`src/rtl/rpc2_ctrl_fifo_ctrl_if.sv`:
```
// Push/pop bundle between the controller datapath and one rpc2 FIFO control stage.
// The datapath side uses the master modport and the FIFO control stage uses the slave modport.
interface rpc2_ctrl_fifo_ctrl_if #(
  parameter int FIFO_ADDR_BITS  = 4,
  parameter int FIFO_DATA_WIDTH = 44
);
  logic                       wr_en;
  logic [FIFO_DATA_WIDTH-1:0] wr_data;
  logic                       full;
  logic                       almost_full;
  logic                       rd_en;
  logic [FIFO_DATA_WIDTH-1:0] rd_data;
  logic                       empty;
  logic [FIFO_ADDR_BITS:0]    count;
  logic                       ovf_err;
  logic                       udf_err;

  modport master (
    output wr_en, wr_data, rd_en,
    input  full, almost_full, rd_data, empty, count, ovf_err, udf_err
  );

  modport slave (
    input  wr_en, wr_data, rd_en,
    output full, almost_full, rd_data, empty, count, ovf_err, udf_err
  );
endinterface

```
`src/rtl/rpc2_ctrl_fifo_ctrl.sv`:
```
// rpc2 FIFO control stage. It drives one DPRAM, using port A for writes and port B for reads.
// It presents a first-word-fall-through interface, and the RAM's registered B output serves as the head word.
// Optional sticky overflow/underflow flags are enabled by defining RPC2_CTRL_FIFO_ERR_FLAG_EN.
module rpc2_ctrl_fifo_ctrl #(
  parameter int FIFO_ADDR_BITS  = 4,
  parameter int FIFO_DATA_WIDTH = 44,
  parameter int ALMOST_FULL_LVL = 12
) (
  input  logic                       clk,
  input  logic                       reset,
  rpc2_ctrl_fifo_ctrl_if.slave       fifo,
  output logic                       ram_ceia_n,
  output logic [FIFO_ADDR_BITS-1:0]  ram_ia,
  output logic [FIFO_DATA_WIDTH-1:0] ram_idata,
  output logic                       ram_cejb_n,
  output logic [FIFO_ADDR_BITS-1:0]  ram_jb,
  input  logic [FIFO_DATA_WIDTH-1:0] ram_odata
);
  localparam int PTR_W = FIFO_ADDR_BITS + 1;
  localparam int DEPTH = 1 << FIFO_ADDR_BITS;

  logic [PTR_W-1:0] wptr_reg;
  logic [PTR_W-1:0] rptr_reg;
  logic             head_vld_reg;
  logic             head_vld_next;
  logic [PTR_W-1:0] ram_words;
  logic [PTR_W-1:0] count_w;
  logic             full_w;
  logic             push;
  logic             pop;
  logic             fetch;

  // The extra wrap bit lets the unsigned difference separate a full RAM from an empty one.
  assign ram_words = wptr_reg - rptr_reg;
  assign full_w    = (ram_words == PTR_W'(DEPTH));
  assign count_w   = ram_words + PTR_W'(head_vld_reg);

  assign push  = fifo.wr_en & ~full_w;
  assign pop   = fifo.rd_en & head_vld_reg;
  // Refill the head whenever it is empty or is being consumed this cycle.
  // ram_words only counts words whose write edge has already passed.
  assign fetch = (ram_words != '0) & (~head_vld_reg | pop);
  assign head_vld_next = fetch | (head_vld_reg & ~pop);

  // The RAM strobes are forced inactive while reset is held, so no write or read is in flight.
  assign ram_ceia_n = ~push | reset;
  assign ram_ia     = wptr_reg[FIFO_ADDR_BITS-1:0];
  assign ram_idata  = fifo.wr_data;
  assign ram_cejb_n = ~fetch | reset;
  assign ram_jb     = rptr_reg[FIFO_ADDR_BITS-1:0];

  assign fifo.rd_data     = ram_odata;
  assign fifo.empty       = ~head_vld_reg;
  assign fifo.full        = full_w;
  assign fifo.count       = count_w;
  assign fifo.almost_full = (count_w >= PTR_W'(ALMOST_FULL_LVL));

  // Pointer and head-valid state. A push moves wptr, and a fetch moves rptr.
  always_ff @(posedge clk or posedge reset) begin
    if (reset) begin
      wptr_reg     <= '0;
      rptr_reg     <= '0;
      head_vld_reg <= 1'b0;
    end else begin
      if (push)  wptr_reg <= wptr_reg + PTR_W'(1);
      if (fetch) rptr_reg <= rptr_reg + PTR_W'(1);
      head_vld_reg <= head_vld_next;
    end
  end

`ifdef RPC2_CTRL_FIFO_ERR_FLAG_EN
  logic ovf_err_reg;
  logic udf_err_reg;

  // Sticky capture of a push while full and of a pop while empty. Only reset clears these flags.
  always_ff @(posedge clk or posedge reset) begin
    if (reset) begin
      ovf_err_reg <= 1'b0;
      udf_err_reg <= 1'b0;
    end else begin
      if (fifo.wr_en && full_w) begin
        ovf_err_reg <= 1'b1;
`ifndef SYNTHESIS
        $display("%m: overflow, push while full dropped at %0t", $time);
`endif
      end
      if (fifo.rd_en && !head_vld_reg) begin
        udf_err_reg <= 1'b1;
`ifndef SYNTHESIS
        $display("%m: underflow, pop while empty ignored at %0t", $time);
`endif
      end
    end
  end

  assign fifo.ovf_err = ovf_err_reg;
  assign fifo.udf_err = udf_err_reg;
`else
  assign fifo.ovf_err = 1'b0;
  assign fifo.udf_err = 1'b0;
`endif

endmodule

```
`src/flat_wrapper.sv`:
```
// flat-port wrapper written by rule: the top's interface ports become plain ports
module rpc2_ctrl_fifo_ctrl_flat 
#(
  parameter int FIFO_ADDR_BITS  = 4,
  parameter int FIFO_DATA_WIDTH = 44,
  parameter int ALMOST_FULL_LVL = 12
)
  (clk, reset, ram_ceia_n, ram_ia, ram_idata, ram_cejb_n, ram_jb, ram_odata, fifo_wr_en, fifo_wr_data, fifo_rd_en, fifo_full, fifo_almost_full, fifo_rd_data, fifo_empty, fifo_count, fifo_ovf_err, fifo_udf_err);
  rpc2_ctrl_fifo_ctrl_if #(.FIFO_ADDR_BITS(FIFO_ADDR_BITS), .FIFO_DATA_WIDTH(FIFO_DATA_WIDTH)) fifo_i ();
  input  logic clk;
  input  logic reset;
  output logic ram_ceia_n;
  output logic [FIFO_ADDR_BITS-1:0] ram_ia;
  output logic [FIFO_DATA_WIDTH-1:0] ram_idata;
  output logic ram_cejb_n;
  output logic [FIFO_ADDR_BITS-1:0] ram_jb;
  input  logic [FIFO_DATA_WIDTH-1:0] ram_odata;
  input wire logic [$bits(fifo_i.wr_en)-1:0] fifo_wr_en;
  input wire logic [$bits(fifo_i.wr_data)-1:0] fifo_wr_data;
  input wire logic [$bits(fifo_i.rd_en)-1:0] fifo_rd_en;
  output wire logic [$bits(fifo_i.full)-1:0] fifo_full;
  output wire logic [$bits(fifo_i.almost_full)-1:0] fifo_almost_full;
  output wire logic [$bits(fifo_i.rd_data)-1:0] fifo_rd_data;
  output wire logic [$bits(fifo_i.empty)-1:0] fifo_empty;
  output wire logic [$bits(fifo_i.count)-1:0] fifo_count;
  output wire logic [$bits(fifo_i.ovf_err)-1:0] fifo_ovf_err;
  output wire logic [$bits(fifo_i.udf_err)-1:0] fifo_udf_err;
  assign fifo_i.wr_en = fifo_wr_en;
  assign fifo_i.wr_data = fifo_wr_data;
  assign fifo_i.rd_en = fifo_rd_en;
  assign fifo_full = fifo_i.full;
  assign fifo_almost_full = fifo_i.almost_full;
  assign fifo_rd_data = fifo_i.rd_data;
  assign fifo_empty = fifo_i.empty;
  assign fifo_count = fifo_i.count;
  assign fifo_ovf_err = fifo_i.ovf_err;
  assign fifo_udf_err = fifo_i.udf_err;
  rpc2_ctrl_fifo_ctrl #(.FIFO_ADDR_BITS(FIFO_ADDR_BITS), .FIFO_DATA_WIDTH(FIFO_DATA_WIDTH), .ALMOST_FULL_LVL(ALMOST_FULL_LVL)) u_core (.clk(clk), .reset(reset), .fifo(fifo_i), .ram_ceia_n(ram_ceia_n), .ram_ia(ram_ia), .ram_idata(ram_idata), .ram_cejb_n(ram_cejb_n), .ram_jb(ram_jb), .ram_odata(ram_odata));
endmodule
```
`config.mk`:
```
export PLATFORM = sky130hd
export DESIGN_NAME = rpc2_ctrl_fifo_ctrl_flat
export DESIGN_NICKNAME = d
export VERILOG_FILES = /design/src/rtl/rpc2_ctrl_fifo_ctrl_if.sv /design/src/rtl/rpc2_ctrl_fifo_ctrl.sv /design/src/flat_wrapper.sv
export SDC_FILE = /design/constraint.sdc
export NUM_CORES = 1
export LEC_CHECK = 0
export CAP_MARGIN = 20
export CORE_MARGIN = 2
export CORE_UTILIZATION = 24
export CTS_BUF_LIST = sky130_fd_sc_hd__clkbuf_4 sky130_fd_sc_hd__clkbuf_8
export DETAILED_ROUTE_END_ITERATION = 8
export GPL_TIMING_DRIVEN = 0
export PLACE_DENSITY = 0.88
export SLEW_MARGIN = 20
export SYNTH_ARGS = -nofsm -noshare
export SYNTH_HDL_FRONTEND = slang
export SYNTH_SLANG_ARGS = --single-unit
```
`constraint.sdc`:
```
create_clock -name clk -period 2.9 [get_ports clk]
set_clock_uncertainty 0.05 [all_clocks]
set_input_delay 0.58 -clock clk [delete_from_list [all_inputs] [get_ports clk]]
set_output_delay 0.58 -clock clk [all_outputs]
set_load 0.1 [all_outputs]
```
Yosys cells after proc, flatten, opt, wreduce, memory -nomap -nowiden
Cells that the tools add are included.
- flip-flop bits (word level): 11
- output and inout bits: 108
- input port bits: 92
- memories kept: 0
- bits in read-only memories: 0
- logic and storage cells: 23
- latch bits: 0
- bits in writable memories: 0
- shift operators: 0
- multiply operators: 0
- magnitude comparators: 1
- equal/unequal tests: 1
- mux-type cells: 0
- bitwise operators: 13
- $add $sub $neg: 4
- divide/modulo/power cells: 0
- reduce and logical (&&, ||, !) cells: 1
- operators with widths (kind ; count):
    5-bit by 1-bit adder with 5-bit output, second input constant ; 2
    5-bit by 1-bit adder with 5-bit output ; 1
    5-bit == test, second input constant ; 1
    5-bit by 4-bit greater-or-equal comparator with 1-bit output, second input constant ; 1
    1-bit inverter ; 5
    5-bit nonzero test ; 1
    5-bit subtractor ; 1
    1-bit AND ; 4
    1-bit OR ; 4

Logic depth before layout (Yosys ltp)
Gate-level depths: netlist of run 1.
- depth after elaboration: 6
- depth in mapped cells: 9
- depth with buffers taken out: 9

Least setup slack after synthesis of run 1
OpenSTA, ideal clock, no wires.
- path type: register to output
- from: register u_core.wptr_reg[0]
- to: output ram_ceia_n
- path buffers: 0
- stages on the path, launching flop included: 10
- arrival: 3.975 ns
- required time: 2.270 ns
- slack: -1.705 ns
- cell sequence: dfrtp_1 > inv_1 > ha_1 > inv_1 > fa_1 > or3b_1 > or4_4 > a211oi_4 > or2b_2 > nand2b_1
- longest elaborated chain between the ends: 6
- RTL lines (item ; line ; text):
    start, declared ; rpc2_ctrl_fifo_ctrl.sv:22 ; logic [PTR_W-1:0] wptr_reg;
    start signal, assigned ; rpc2_ctrl_fifo_ctrl.sv:65 ; if (push) wptr_reg <= wptr_reg + PTR_W'(1);
    5-bit subtractor ; rpc2_ctrl_fifo_ctrl.sv:34 ; assign ram_words = wptr_reg - rptr_reg;
    5-bit == test ; rpc2_ctrl_fifo_ctrl.sv:35 ; assign full_w = (ram_words == PTR_W'(DEPTH));
    via fifo_full ; flat_wrapper.sv:21 ; output wire logic [$bits(fifo_i.full)-1:0] fifo_full;
    1-bit inverter ; rpc2_ctrl_fifo_ctrl.sv:38 ; assign push = fifo.wr_en & ~full_w;
    1-bit AND ; rpc2_ctrl_fifo_ctrl.sv:38 ;
    1-bit inverter ; rpc2_ctrl_fifo_ctrl.sv:46 ; assign ram_ceia_n = ~push | reset;
    1-bit OR ; rpc2_ctrl_fifo_ctrl.sv:46 ;
    end, declared ; flat_wrapper.sv:12 ; output logic ram_ceia_n;
The timed path passes the listed nets, and every way through them passes these cells.

Worst setup path after layout of run 1
- from: register u_core.wptr_reg[0]
- to: output ram_ceia_n
- longest elaborated chain between the ends: 6
- RTL lines (item ; line):
    5-bit subtractor ; rpc2_ctrl_fifo_ctrl.sv:34
    5-bit == test ; rpc2_ctrl_fifo_ctrl.sv:35
    1-bit inverter ; rpc2_ctrl_fifo_ctrl.sv:38
    1-bit AND ; rpc2_ctrl_fifo_ctrl.sv:38
    1-bit inverter ; rpc2_ctrl_fifo_ctrl.sv:46
    1-bit OR ; rpc2_ctrl_fifo_ctrl.sv:46
No other way between the ends.

==> run_results.csv, run 1 <==
group,metric,value,unit
layout,final_cells,391,
clock_tree,root_buffer,"clkbuf_8",
drt,firstDrtPassIters,4,
sta,setup_viol_count_final,8,
die,die_w,85.11,µm
status,status,"complete, but fails checks",
layout,final_common_cell,"buf_4",
drt,vias,1549,
grt,grt_max_degree,14,
drt,drc,0,
layout,final_cell_mix,"buf_4 (110), clkdlybuf4s50_1 (100), dfrtp_1 (8)",
grt,overflow,0,
clock_tree,clock_latency,250,ps
clock_tree,cts_tree,"yes",
setup_path,crit_arrival,2910,ps
placed_design,portBuffers,109,
setup_path,cp_max_fo,3,
drt,wl_per_cell,11.14,µm
yosys,yosys_warnings,0,
die,die_h,85.11,µm
sta,fmax,282.2,MHz
sta,whs,441.3,ps
sta,setup_tns,-2038,ps
sta,period_share,122.2,%
die,rows,29,
clock_tree,cts.clk_slew.worst_paths,50,ps
sta,slew_violations,0,
worst_hold_path,hold_path_class,"flip-flop to flip-flop",
layout,antennaDiodeCount,0,
die,core,6350,µm²
placed_design,place_congestion,0.7871,
drt,avgViaCountPerCell,3.962,
layout,layout-drive-gt1-share,51.27,%
placed_design,dp.cells,373,
die,io_pins,200,
yosys,syn_avg_cell_area,8.489,µm²
drt,wirelength,4354,µm
drt,ant_nets,0,
grt,grt_pass1_vias,1540,
sta,period_minus_slack,3544,ps
sta,rsz0062_at_grt,"yes",
clock_tree,numCtsBuffers,3,
setup_path,crit_path_start_kind,"flip-flop",
flow_run,drv_cap,0,
grt,grt_antenna_before_repair,0,
status,failed_checks,"negative setup slack",
die,die_area,7244,µm²
drt,drt_iter0_drc,33,
grt,grt_usage,10.96,%
yosys,syn_inst,186,
layout,area_growth_syn_to_layout,103.0,%
clock_tree,htreeDepth,1,
sta,slew_headroom,33.90,%
clock_tree,cts.path.max_buffers,2,
yosys,syn_area,1579,µm²
clock_tree,clock_sinks,11,
yosys,yosysSeqAreaShare,17.43,%
layout,layout.nets,416,
yosys,synth_cell_type_count,34,
yosys,ys_ff_latch,11,
setup_path,endpoint_kind,"primary output",
placed_design,dpl.hpwl,3527,µm
setup_path,worst-setup-path-type,"flip-flop to primary output",
layout,post-route-util,50.48,%
setup_path,required,2270,ps
grt,grt_pass1_wl,6513,µm
die,initial_core_util,24.87,%
sta,worst_pin_slew,988.4,ps
sta,report.final.hold_viol_count,0,
sta,fin_ws,-643.7,ps
==> Yosys cell counts, drive strengths merged <==
| cell type | number | area share (%) |
|---|---|---|
| a211oi | 1 | 1.3 |
| a21boi | 1 | 0.48 |
| a21o | 1 | 0.48 |
| a21oi | 2 | 0.63 |
| a2bb2oi | 1 | 0.55 |
| a31oi | 1 | 0.40 |
| and2 | 2 | 0.79 |
| and3 | 1 | 0.40 |
| and3b | 1 | 0.55 |
| buf | 98 | 47 |
| conb | 1 | 0.24 |
| dfrtp | 11 | 17 |
| fa | 1 | 1.3 |
| ha | 8 | 6.3 |
| inv | 8 | 1.9 |
| mux2 | 2 | 1.4 |
| nand2 | 5 | 1.2 |
| nand2b | 3 | 1.2 |
| nand3 | 3 | 0.95 |
| nand4 | 3 | 1.2 |
| nor2 | 5 | 1.2 |
| nor2b | 2 | 0.79 |
| nor3 | 2 | 0.63 |
| o2111ai | 1 | 0.55 |
| o21ai | 1 | 0.32 |
| o22ai | 1 | 0.40 |
| or2 | 1 | 0.40 |
| or2b | 2 | 1.0 |
| or3 | 1 | 0.40 |
| or3b | 1 | 0.55 |
| or4 | 1 | 0.71 |
| xnor2 | 8 | 4.4 |
| xor2 | 6 | 3.3 |
==> worst max-delay path, stage by stage, from the launching register on <==
cell and delay [ps]:
dfrtp_2 410, inv_2 70, ha_4 130, inv_2 40, fa_2 450, or3b_1 380
or4_4 460, a211oi_4 270, or2b_4 170, nand2b_4 120, buf_12 180
==> cells by family after synthesis <==
kind of cell,synth area share [%]
fa+ha+maj,7.607
buf+inv,48.49
other cells,0.2375
compound gates,5.072
flops,17.43
simple gates,11.97
xor+xnor,7.766
mux,1.426
==> routing by layer <==
layer | share of wire (%) | track usage (%)
met1 | 31 | 9.994
met2 | 55 | 21.24
met3 | 12 | 3.988
met4 | 1.7 | 5.051
met5 | 0 | 0
==> final timing paths <==
kind                                                     start                              to  slack (ps)  depth (start not counted)
worst min-delay path            u_core.rptr_reg[4]$_DFFE_PP0P_  u_core.rptr_reg[4]$_DFFE_PP0P_         440                          1
min in group asynchronous                                reset  u_core.wptr_reg[0]$_DFFE_PP0P_         650                          2
max in group asynchronous                                reset  u_core.wptr_reg[1]$_DFFE_PP0P_        1730                          2
worst max-delay path            u_core.wptr_reg[0]$_DFFE_PP0P_                      ram_ceia_n        -640                         10
worst min register to register  u_core.rptr_reg[4]$_DFFE_PP0P_  u_core.rptr_reg[4]$_DFFE_PP0P_         440                          1
worst max register to register  u_core.wptr_reg[0]$_DFFE_PP0P_  u_core.wptr_reg[1]$_DFFE_PP0P_         -30                         10
==> per-stage QoR <==
step                      worst slack, ps  cell area, µm²
after floorplan                     -1238            1669
after global placement              -1655            2856
after detailed placement            -1741            2856
after CTS                          -704.8            3107
after global routing               -750.4            3206
final                              -643.7            3206
==> layout make-up <==
| cell class | instances | area, µm² |
|---|---|---|
| plain buffers | 98 | 735.7 |
| well taps | 77 | 96.34 |
| flip-flops and latches | 11 | 279.0 |
| inverters | 8 | 30.03 |
| repair buffers | 123 | 1261 |
| clock buffers | 4 | 48.80 |
| fillers | 592 | 3144 |
| multi-input cells | 70 | 754.5 |
==> timing repair <==
action                     in CTS  in global routing
buffers inserted                8                  6
hold buffers                    0                  0
resized for setup              88                 15
pin swaps                       6                  5
setup endpoints to repair      15                  8
Power of run 1 is left out: the tool's default activity adds up to more than one toggle a clock period on the data nets, which glitch-free logic cannot reach.
==> run 2, diff against run 1 <==
CORE_ASPECT_RATIO = 1.25   (was not set)
CTS_BUF_LIST = sky130_fd_sc_hd__clkbuf_8 sky130_fd_sc_hd__clkbuf_16   (was sky130_fd_sc_hd__clkbuf_4 sky130_fd_sc_hd__clkbuf_8)
==> run_results.csv, run 2 (synthesized netlist as in run 1, its figures left out) <==
group,metric,value,unit
clock_tree,clock_latency,230,ps
worst_hold_path,min_from,"u_core.rptr_reg[4]$_DFFE_PP0P_",
clock_tree,clock_sinks,11,
layout,final_common_cell,"buf_4",
setup_path,crit_arrival,2890,ps
sta,slew_headroom,32.26,%
setup_path,rr_worst_depth,10,
sta,rsz0062_at_grt,"yes",
drt,vias,1576,
drt,ant_nets,0,
placed_design,portBuffers,109,
die,initial_core_util,24.36,%
clock_tree,cts_tree,"yes",
setup_path,worst-setup-path-type,"flip-flop to primary output",
status,status,"complete, but fails checks",
clock_tree,cts_hold_buf,0,
die,rows,33,
clock_tree,cts.clk_slew.worst_paths,50,ps
grt,grt_pass1_vias,1572,
drt,avgViaCountPerCell,3.960,
drt,drt_iter0_drc,34,
setup_path,cp_max_fo,2,
die,die_h,94.69,µm
worst_hold_path,holdPathStages,1,
placed_design,pre_cts_ws,-1714,ps
setup_path,crit_chain,"inv_2, ha_4, inv_2, fa_2, or3b_1, or4_4, a211oi_4, or2b_4, nand2b_4, buf_12",
setup_path,max_stage_delay,460,ps
setup_path,cp_common_cell,"inv_2",
die,io_pins,200,
die,die_w,76.55,µm
setup_path,crit_path_start_kind,"flip-flop",
placed_design,place_congestion,0.8317,
setup_path,reg2reg_from,"u_core.wptr_reg[0]$_DFFE_PP0P_",
drt,wl_per_cell,11.48,µm
die,core,6482,µm²
setup_path,crit_cells,10,
placed_design,dpl.hpwl,3787,µm
sta,slew_violations,0,
status,failed_checks,"negative setup slack",
flow_run,drv_cap,0,
sta,worst_pin_slew,1013,ps
sta,setup_viol_count_final,7,
sta,report.final.hold_viol_count,0,
layout,layout-drive-gt1-share,49.84,%
die,die_area,7248,µm²
worst_hold_path,hold_path_end,"u_core.rptr_reg[4]$_DFFE_PP0P_",
setup_path,cpMaxStageDelayCell,"or4_4",
clock_tree,root_buffer,"clkbuf_8",
sta,period_minus_slack,3517,ps
sta,fmax,284.3,MHz
layout,area_growth_syn_to_layout,101.8,%
layout,antennaDiodeCount,0,
setup_path,critical_path_buf_inv_count,3,
grt,grt_usage,11.58,%
drt,wirelength,4568,µm
drt,drc,0,
drt,firstDrtPassIters,4,
setup_path,r2r-end,"u_core.wptr_reg[1]$_DFFE_PP0P_",
sta,fin_ws,-616.9,ps
grt,overflow,0,
layout,layout.nets,413,
grt,grt_max_degree,14,
clock_tree,htreeDepth,1,
setup_path,reg2reg_setup_slack,-20,ps
layout,final_cell_mix,"buf_4 (108), clkdlybuf4s50_1 (100), dfrtp_1 (10)",
grt,grt_antenna_before_repair,0,
sta,period_share,121.3,%
clock_tree,numCtsBuffers,3,
clock_tree,cts.path.max_buffers,2,
worst_hold_path,hold_path_class,"flip-flop to flip-flop",
grt,grt_pass1_wl,6775,µm
setup_path,crit_family,"simple AND/OR/NAND/NOR gates",
setup_path,endpoint_kind,"primary output",
setup_path,required,2270,ps
==> run 2: per-layer routing <==
metal,global-route usage (%),vias up,wire [µm]
met5,0,-,0
met4,3.485,0,34
met3,4.780,2,613
met2,24.34,127,2594
met1,9.709,705,1326
li1,-,742,-
==> run 2: worst max-delay path by stage <==
| stage | from | to | slack [ps] |
|---|---|---|---|
| after global routing | u_core.wptr_reg[0]$_DFFE_PP0P_ | ram_ceia_n | -680 |
| final | u_core.wptr_reg[0]$_DFFE_PP0P_ | ram_ceia_n | -620 |
| after detailed placement | u_core.wptr_reg[0]$_DFFE_PP0P_ | ram_cejb_n | -1710 |
| after global placement | u_core.wptr_reg[0]$_DFFE_PP0P_ | ram_cejb_n | -1640 |
| after CTS | u_core.wptr_reg[0]$_DFFE_PP0P_ | ram_ceia_n | -640 |
| after floorplan | u_core.wptr_reg[0]$_DFFE_PP0P_ | ram_ceia_n | -1240 |
==> run 2: through the flow <==
stage                     setup TNS (ps)  instances  utilization (%)  cell area (µm²)  hold slack [ps]
after floorplan                    -5375        187                -             1669            410.4
after global placement             -8342        383            44.26             2869            426.2
after detailed placement           -9040        383            44.26             2869            431.5
after CTS                          -2019        396            48.25             3128            440.3
after global routing               -2589        398            49.16             3187            470.5
final                              -1860        398            49.16             3187            437.5
==> run 2: layout make-up <==
type | count | area [µm²]
tap | 87 | 108.9
inverter | 8 | 30.03
sequential | 11 | 276.5
buffer | 98 | 735.7
clock buffer | 3 | 41.29
fill | 593 | 3296
timing repair buffer | 120 | 1227
multi-input combinational | 70 | 763.2
clock inverter | 1 | 3.754
==> run 2: worst register-to-register path, stage by stage (launching register included) <==
cell      delay [ps]
dfrtp_2          410
inv_2             70
ha_4             130
inv_2             40
fa_2             430
or3b_1           380
or4_4            460
a211oi_4         260
or2b_4           170
buf_4            110
mux2_4           290
==> run 2: what timing repair did <==
action,in CTS,in global routing
pin swaps,6,6
cloned,0,0
setup endpoints to repair,15,12
gates resized for setup,86,14
setup buffers,9,5
Power of run 2 is left out for the same reason.
==> run 3, diff against run 2 <==
CORE_MARGIN = 5   (was 2)
SLEW_MARGIN = not set   (was 20)
==> run_results.csv, run 3 (synthesized netlist as in run 1, its figures left out) <==
group,metric,value,unit
status,status,"complete, but fails checks",
status,failed_checks,"negative setup slack",
die,die_h,100.7,µm
sta,period_share,120.1,%
sta,rsz0062_at_grt,"yes",
setup_path,crit_path_start_kind,"flip-flop",
grt,grt_usage,11.31,%
sta,setup_viol_count_final,8,
setup_path,required,2270,ps
die,core,6482,µm²
flow_run,drv_cap,0,
layout,layout.nets,419,
clock_tree,numCtsBuffers,3,
layout,antennaDiodeCount,0,
die,initial_core_util,24.36,%
layout,fillerInstances,583,
drt,drt_iter0_drc,19,
layout,final_cell_mix,"buf_4 (107), clkdlybuf4s50_1 (100), buf_12 (8), dfrtp_1 (8), buf_6 (7)",
setup_path,reg2reg_from,"u_core.wptr_reg[0]$_DFFE_PP0P_",
grt,grt_max_degree,14,
die,die_w,82.55,µm
drt,vias,1608,
setup_path,endpoint_kind,"primary output",
setup_path,worst-setup-path-type,"flip-flop to primary output",
drt,avgViaCountPerCell,3.980,
sta,report.final.hold_viol_count,0,
drt,drc,0,
sta,period_minus_slack,3484,ps
setup_path,crit_start,"u_core.wptr_reg[0]$_DFFE_PP0P_",
die,die_area,8312,µm²
setup_path,cp_max_fo,2,
layout,post-route-util,50.70,%
grt,grt_pass1_vias,1648,
setup_path,rr_worst_depth,13,
sta,slew_violations,0,
placed_design,portBuffers,109,
die,rows,33,
sta,slew_headroom,31.97,%
die,io_pins,200,
layout,layout-drive-gt1-share,51.10,%
drt,firstDrtPassIters,4,
clock_tree,clock_latency,240,ps
placed_design,dpl.hpwl,4529,µm
sta,fmax,287.0,MHz
setup_path,reg2reg_setup_slack,-50,ps
clock_tree,cts_hold_buf,0,
placed_design,place_congestion,0.8095,
clock_tree,htreeDepth,1,
drt,ant_nets,0,
clock_tree,cts.clk_slew.worst_paths,50,ps
sta,fin_ws,-584.1,ps
grt,grt_antenna_before_repair,0,
setup_path,crit_end,"ram_ceia_n",
setup_path,r2r-end,"u_core.wptr_reg[2]$_DFFE_PP0P_",
drt,wirelength,5438,µm
sta,worst_pin_slew,1017,ps
worst_hold_path,hold_path_class,"flip-flop to flip-flop",
clock_tree,root_buffer,"clkbuf_8",
drt,wl_per_cell,13.46,µm
grt,overflow,0,
grt,grt_pass1_wl,7189,µm
layout,area_growth_syn_to_layout,108.2,%
clock_tree,cts_tree,"yes",
setup_path,crit_arrival,2850,ps
clock_tree,cts.path.max_buffers,2,
layout,final_common_cell,"buf_4",
clock_tree,clock_sinks,11,
==> run 3: cell types whose count changed in the layout (fill, tap and decap cells not counted), moves of 2 or more <==
cell / change
nor2_1: +2
buf_12: +3
buf_6: +5
dfrtp_2: +2
dfrtp_1: -2
==> run 3: layout make-up <==
class | count | area, µm² | area share (%)
clock buffer | 3 | 41.29 | 1.256
tap | 87 | 108.9 | 3.312
sequential | 11 | 279.0 | 8.489
timing repair buffer | 126 | 1324 | 40.27
multi-input combinational | 70 | 764.5 | 23.26
buffer | 98 | 735.7 | 22.38
clock inverter | 1 | 3.754 | 0.1142
inverter | 8 | 30.03 | 0.9136
==> run 3: critical path: stages, from the launching register on <==
cell      delay, ps
dfrtp_2         400
inv_2            70
ha_4            130
inv_2            30
fa_2            430
or3b_1          380
or4_4           470
a211oi_4        240
or2b_4          160
nand2b_4        120
buf_12          180
==> run 3: stage by stage <==
step	area, µm²	setup slack, ps	instances	TNS, ps	hold slack, ps
after floorplan	1669	-1238	187	-5375	410.4
after global routing	3287	-681.2	404	-2940	455.4
after global placement	2869	-1669	383	-8376	425.2
after detailed placement	2869	-1735	383	-9002	428.5
final	3287	-584.1	404	-1941	434.2
after CTS	3197	-630.9	402	-2698	437.5
==> run 3: repair_timing <==
item	in CTS	in global routing
resized for setup	91	27
buffers inserted	16	9
pin swaps	3	2
endpoints found under the hold margin	0	0
setup endpoints to repair	15	13
==> run 3: metal layers <==
layer	GRT usage, %	vias to the layer above	routed length, µm
li1	-	757	-
met1	9.086	714	1462
met2	22.35	133	2988
met3	5.546	4	938
met4	4.151	0	48
met5	0	-	0
==> run 3: how the worst min path moves through the flow <==
stage                                         startpoint                              to  slack [ps]  depth (start not counted)
after CTS                 u_core.rptr_reg[4]$_DFFE_PP0P_  u_core.rptr_reg[4]$_DFFE_PP0P_         440                          1
after floorplan           u_core.rptr_reg[4]$_DFFE_PP0P_  u_core.rptr_reg[4]$_DFFE_PP0P_         410                          1
final                     u_core.rptr_reg[4]$_DFFE_PP0P_  u_core.rptr_reg[4]$_DFFE_PP0P_         430                          1
after detailed placement  u_core.rptr_reg[4]$_DFFE_PP0P_  u_core.rptr_reg[4]$_DFFE_PP0P_         430                          1
after global routing      u_core.rptr_reg[4]$_DFFE_PP0P_  u_core.rptr_reg[4]$_DFFE_PP0P_         460                          1
after global placement    u_core.rptr_reg[4]$_DFFE_PP0P_  u_core.rptr_reg[4]$_DFFE_PP0P_         430                          1
Power of run 3 is left out for the same reason.
